## config.mk

```make
export PLATFORM = sky130hd
export DESIGN_NAME = piso_serializer
export DESIGN_NICKNAME = d
export VERILOG_FILES = /design/src/rtl/piso_pkg.sv /design/src/rtl/piso_hold_buffer.sv /design/src/rtl/piso_serializer.sv
export SDC_FILE = /design/constraint.sdc
export NUM_CORES = 1
export LEC_CHECK = 0
export CORE_MARGIN = 3
export CORE_UTILIZATION = 30
export DETAILED_ROUTE_END_ITERATION = 12
export GPL_TIMING_DRIVEN = 1
export RECOVER_POWER = 25
export SLEW_MARGIN = 10
export SYNTH_ARGS = -nofsm -noshare
export SYNTH_HDL_FRONTEND = slang
export SYNTH_SLANG_ARGS = --single-unit
```

## constraint.sdc

```tcl
create_clock -name clk -period 4.24 [get_ports clk]
set_input_delay 0.636 -clock clk [delete_from_list [all_inputs] [get_ports clk]]
set_output_delay 0.636 -clock clk [all_outputs]
set_load 0.005 [all_outputs]
```

## src/rtl/piso_pkg.sv

```systemverilog
// Shared types and constants for the parallel-in/serial-out serializer.
package piso_pkg;

  typedef enum logic {
    ST_IDLE  = 1'b0,
    ST_SHIFT = 1'b1
  } state_e;

  localparam logic DIR_MSB_FIRST = 1'b0;
  localparam logic DIR_LSB_FIRST = 1'b1;

endpackage

```

## src/rtl/piso_hold_buffer.sv

```systemverilog
// One-entry holding register (word plus bit order) that lets the next word
// wait while the current one is still shifting out.
module piso_hold_buffer #(
  parameter int WIDTH = 8
) (
  input  logic             clk,
  input  logic             reset_n,
  input  logic             wr_en_i,
  input  logic [WIDTH-1:0] wr_data_i,
  input  logic             wr_dir_i,
  input  logic             rd_en_i,
  output logic [WIDTH-1:0] rd_data_o,
  output logic             rd_dir_o,
  output logic             full_o
);

  logic [WIDTH-1:0] data_q, data_d;
  logic             dir_q, dir_d;
  logic             full_q, full_d;

  always_comb begin
    data_d = data_q;
    dir_d  = dir_q;
    full_d = full_q;
    if (rd_en_i) begin
      full_d = 1'b0;
    end
    if (wr_en_i) begin
      data_d = wr_data_i;
      dir_d  = wr_dir_i;
      full_d = 1'b1;
    end
  end

  always_ff @(posedge clk or negedge reset_n) begin
    if (!reset_n) begin
      data_q <= '0;
      dir_q  <= 1'b0;
      full_q <= 1'b0;
    end else begin
      data_q <= data_d;
      dir_q  <= dir_d;
      full_q <= full_d;
    end
  end

  assign rd_data_o = data_q;
  assign rd_dir_o  = dir_q;
  assign full_o    = full_q;

endmodule

```

## src/rtl/piso_serializer.sv

```systemverilog
// Parallel-in/serial-out serializer: one bit per clock, per-word bit order,
// frame markers, and a holding register so consecutive words stream gap-free.
module piso_serializer
  import piso_pkg::*;
#(
  parameter int   WIDTH      = 8,
  parameter logic IDLE_LEVEL = 1'b0
) (
  input  logic             clk,
  input  logic             reset_n,
  input  logic [WIDTH-1:0] load_data,
  input  logic             load_dir,
  input  logic             load_valid,
  output logic             load_ready,
  output logic             serial_out,
  output logic             ser_valid,
  output logic             ser_first,
  output logic             ser_last,
  output logic             busy
);

  localparam int             CW       = $clog2(WIDTH);
  localparam logic [CW-1:0]  CNT_LAST = CW'(WIDTH - 1);

  // Handshake: a word transfers on a rising edge with load_valid && load_ready;
  // load_ready is simply "holding register empty" and never depends on load_valid.

  state_e           state_q, state_d;
  logic [CW-1:0]    cnt_q, cnt_d;
  logic [WIDTH-1:0] shreg_q, shreg_d;
  logic             sout_q, sout_d;

  logic             hold_wr, hold_rd, hold_full, hold_dir;
  logic [WIDTH-1:0] hold_data;
  logic             accept, last_bit;

  // Words are stored pre-ordered so the bit on the line is always the MSB.
  function automatic logic [WIDTH-1:0] order_word(input logic [WIDTH-1:0] d,
                                                  input logic dir);
    logic [WIDTH-1:0] r;
    for (int i = 0; i < WIDTH; i++) begin
      r[i] = (dir == DIR_LSB_FIRST) ? d[WIDTH-1-i] : d[i];
    end
    return r;
  endfunction

  piso_hold_buffer #(.WIDTH(WIDTH)) u_hold (
    .clk       (clk),
    .reset_n   (reset_n),
    .wr_en_i   (hold_wr),
    .wr_data_i (load_data),
    .wr_dir_i  (load_dir),
    .rd_en_i   (hold_rd),
    .rd_data_o (hold_data),
    .rd_dir_o  (hold_dir),
    .full_o    (hold_full)
  );

  assign accept   = load_valid && !hold_full;
  assign last_bit = (state_q == ST_SHIFT) && (cnt_q == CNT_LAST);

  always_comb begin
    state_d = state_q;
    cnt_d   = cnt_q;
    shreg_d = shreg_q;
    hold_wr = 1'b0;
    hold_rd = 1'b0;
    case (state_q)
      ST_IDLE: begin
        if (accept) begin
          state_d = ST_SHIFT;
          cnt_d   = '0;
          shreg_d = order_word(load_data, load_dir);
        end
      end
      ST_SHIFT: begin
        if (last_bit) begin
          cnt_d = '0;
          if (hold_full) begin
            shreg_d = order_word(hold_data, hold_dir);
            hold_rd = 1'b1;
          end else if (accept) begin
            shreg_d = order_word(load_data, load_dir);
          end else begin
            state_d = ST_IDLE;
          end
        end else begin
          cnt_d   = cnt_q + CW'(1);
          shreg_d = shreg_q << 1;
          hold_wr = accept;
        end
      end
      default: state_d = ST_IDLE;
    endcase
    sout_d = (state_d == ST_SHIFT) ? shreg_d[WIDTH-1] : IDLE_LEVEL;
  end

  always_ff @(posedge clk or negedge reset_n) begin
    if (!reset_n) begin
      state_q <= ST_IDLE;
      cnt_q   <= '0;
      shreg_q <= '0;
      sout_q  <= IDLE_LEVEL;
    end else begin
      state_q <= state_d;
      cnt_q   <= cnt_d;
      shreg_q <= shreg_d;
      sout_q  <= sout_d;
    end
  end

  assign load_ready = !hold_full;
  assign serial_out = sout_q;
  assign ser_valid  = (state_q == ST_SHIFT);
  assign ser_first  = ser_valid && (cnt_q == '0);
  assign ser_last   = ser_valid && (cnt_q == CNT_LAST);
  assign busy       = ser_valid || hold_full;

endmodule

```

* Word-level counts from Yosys, hierarchy flattened *
Cells that the tools add are included.

cells by class
  add/subtract/negate cells = 1
  eq/ne operators = 2
  mux-type cells = 35
  bitwise gates (word level) = 1
  reductions and logical operators = 7

operators with widths
  operator                                                       count
  1-bit 2-to-1 mux                                               27
  8-bit 2-to-1 mux                                               3
  8-bit one-hot mux with 2 select lines                          1
  3-bit 2-to-1 mux                                               2
  3-bit one-hot mux with 2 select lines                          1
  3-bit by 1-bit adder with 3-bit output, second input constant  1
  3-bit == test, second input constant                           1
  1-bit logical AND                                              3
  3-bit logical NOT                                              1
  2-bit != test, second input constant                           1
  1-bit one-hot mux with 2 select lines                          1
  2-bit nonzero test                                             1
  1-bit logical NOT                                              1
  1-bit logical OR                                               1
  1-bit inverter                                                 1

word-level totals
  register bits after elaboration = 23
  input bits = 12
  output and inout bits = 6
  logic and storage cells = 53

* Depth between registers and ports, before layout *
  depth in word-level cells = 7
  depth in mapped cells = 6
  mapped depth without buffers = 5

* By module *
From an unflattened synthesis, not the netlist that was laid out.

second synthesis, totals
  cell total of the unflattened synthesis = 109
  area total of the unflattened synthesis = 1265.0 sq um

modules (own cells, without submodules)
  module            instances  cells an instance  area each (sq um)  seq. area each (sq um)
  piso_serializer   1          87                 855.8              300.3
  piso_hold_buffer  1          22                 409.1              250.2

* Least setup slack after synthesis *
No wires, ideal clock.

  path type = flip-flop to output port
  start point = reg cnt_q[0]
  end point = out ser_last
  arrival = 1.074 ns
  required time = 3.604 ns
  slack = 2.530 ns
  stages on the path, launching flop included = 5
  buffers on the path = 1
  cells stage by stage = dfrtp_1 -> ha_1 -> ha_1 -> buf_6 -> and2_2

between the ends
  word-level cells in the longest chain between the ends = 2

ends and longest elaborated chain
  item                    line                    text
  from (decl)             piso_serializer.sv:29   logic [CW-1:0] cnt_q, cnt_d;
  from (signal assigned)  piso_serializer.sv:106  cnt_q <= cnt_d;
  3-bit == test           piso_serializer.sv:116  assign ser_last = ser_valid && (cnt_q == CNT_LAST);
  1-bit logical AND       piso_serializer.sv:116
  to (decl)               piso_serializer.sv:18   output logic ser_last,

Every way passes these cells.

* Worst setup path after layout *
Ends and elaborated chain as after synthesis.

==> summary.txt <==
initial detailed-routing violation count - 39
Post-Synth XOR/XNOR Area - 0%
Area Growth Syn to Fin - 17.4%
EDFF count, synth - 0
WP depth - 4
Die Wd - 72.0 um
commonest non-fill, non-tap cells in the layout - dfrtp_1 (22), clkdlybuf4s50_1 (15), mux2i_1 (12)
Final Instance Area - 0.00154 mm2
Ports - 18
crit-path max FO - 11
CTS tree - done
total negative setup slack - 0 ns
Vias/cell - 5.04
CTS clk-pin slew, worst paths - 0.08 ns
post-DR wirelength/cell - 15.1 um
crit-path cells - ha_1 > ha_1 > and2_2 > clkdlybuf4s50_1
min-delay src - shreg_q[6]
DR pass1 iterations - 4
die height - 72.0 um
fmax - 0.405 GHz
placed inst area - 0.00149 mm2
Num CTS Buffers - 3
number of port buffers - 17
layout cell share with drive strength beyond 1 - 17.7%
Worst path most repeated cell - ha_1
Worst EP arrival - 1.83 ns
ys flop type - dfrtp_1
effective utilization at floorplan - 31.8%
sequential-to-total area share from yosys stat - 42.1%
min cycle time layout - 2.47 ns
Worst VDD drop - 0.000158 V
#FFs+latches synth - 22
number of cells on the worst reg-to-reg path - 5
Max Clock Skew - 0.00241 ns
Util after Layout - 37.3%
fin. max-slew vios - 0
max_cap viols - 0
Worst Tran Pin Value - 0.988 ns
vias in the first global route - 935
Cells after Synth - 109
DPL Wire Length - 1920 um
Top delay family on crit path - adder cells
Fin. Hold Viols - 0
core area - 0.00412 mm2
Bufs and invs on worst path - 1
Root Buffer - clkbuf_8
clk_lat worst skew - 0.26 ns
Hold WS - 0.493 ns
Crit. End Element - output pin
worst hold path depth - 1
RSZ-0062 raised after global routing - false
Tot GR Track Use - 10.9%
outcome - complete, no violations
initial antenna violation count - 0
Hold WC Path Type - register to register
Ys Warns - 0
leading cell type in the layout, fill and taps excluded - dfrtp_1
Startpoint Class - register
Adder-Cell Fraction of Synth Area - 2.87%
complex-gate fraction of the synthesized area - 11.9%
Antenna Nets Post-Route - 0
Post-Syn Area - 0.00131 mm2
fin crit share - 58.2%
clk buf depth - 2
# Post-CTS Setup Buffers - 0
normalized max-slew margin - 33.9%
Placer Congestion - 0.797
Clock H-tree levels - 1
WL final - 2630 um
die footprint - 0.00519 mm2
Avg Cell Area, Syn - 12.0 um2
first-pass GRT wire length - 4430 um
via count - 877
Hold Buf Count CTS - 0
Final setup viols - 0
slowest CP cell - clkdlybuf4s50_1
Antenna Cells - 0
Worst path max stage delay - 0.44 ns
Synth Area in Simple Gates - 15.1%
origin of the critical flop-to-flop path - cnt_q[0]
syn_nets - 124
largest net degree at the start of global routing - 23
P_leak - 0.000722 uW
PwrDens - 671 mW/mm2
CTS resizes - 0
global route total overflow - 0
# rows - 23
Crit Path Category - register to output pin
Async SR Flop Fraction - 100%
Critical Path Start - cnt_q[0]
post-synth cell types - 33
clock sinks - 22
mux share of post-synthesis cell area - 23.0%
layout net count - 140
DRC violations left - 0
main combinational cell family by area after synthesis - multiplexers
CP required - 3.60 ns
==> worst register-to-register path: stages (launching register included) <==
cell and delay (ns):
dfrtp_1 0.39, ha_1 0.20, ha_1 0.29, nand2b_4 0.23, nor2_8 0.28, mux2_4 0.33
==> layout make-up <==
cell class | instances | area [um2]
tap | 50 | 62.6
sequential | 22 | 551
clock buffer | 4 | 55.1
timing repair buffer | 17 | 170
fill | 402 | 2580
multi-input combinational | 77 | 682
inverter | 4 | 15.0
==> cell usage after synthesis, types with 3 or more instances <==
master / instances / area (um2)
a211o_1: 5 / 43.8
buf_6: 3 / 33.8
dfrtp_1: 22 / 551
ha_1: 3 / 37.5
inv_1: 4 / 15.0
mux2_2: 3 / 33.8
mux2_4: 9 / 135
mux2i_1: 12 / 120
nand2_1: 5 / 18.8
nand3b_1: 5 / 37.5
nor2_1: 5 / 18.8
o31ai_1: 6 / 45.0
==> registers in the layout, summed over array words and instances (netlist names) <==
name and cells:
cnt_q 3, ser_valid 1, serial_out 1, shreg_q 7, u_hold.full_o 1, u_hold.rd_data_o 8
u_hold.rd_dir_o 1
==> through the flow <==
stage	worst slack, ns	total power [uW]	std cells
after floorplan	2.53	775	109
after global placement	2.07	886	170
after detailed placement	2.05	905	170
after CTS	1.75	1060	174
after global routing	1.63	1120	174
final	1.77	1030	174
==> logic make-up after synthesis <==
group                    count (synthesis)
buffers and inverters                   10
flip-flops                              22
AO/OA/AOI/OAI                           21
multiplexers                            25
AND/OR/NAND/NOR                         28
adder cells (fa/ha/maj)                  3
==> power by group <==
part / internal [uW] / total, uW / switching, uW
clock network: 82.6 / 147 / 64.8
logic: 275 / 474 / 199
registers: 307 / 409 / 102
total: 665 / 1030 / 366
==> metal layers <==
layer,part of all wire (%),vias up,global-route usage [%]
li1,-,429,-
met1,46,429,14.0
met2,49,17,18.3
met3,3.9,2,1.94
met4,0.80,0,4.38
met5,0,-,0
==> path summary, 6_finish.rpt <==
kind	to	slack [ns]
worst max-delay path	ser_last	1.77
worst min-delay path	shreg_q[6]	0.49
worst max register to register	u_hold.rd_data_o[7]	2.40
worst min register to register	shreg_q[6]	0.49
max in group asynchronous	ser_valid	2.66
min in group asynchronous	shreg_q[4]	0.99
Power figures use the tool's default switching activity.
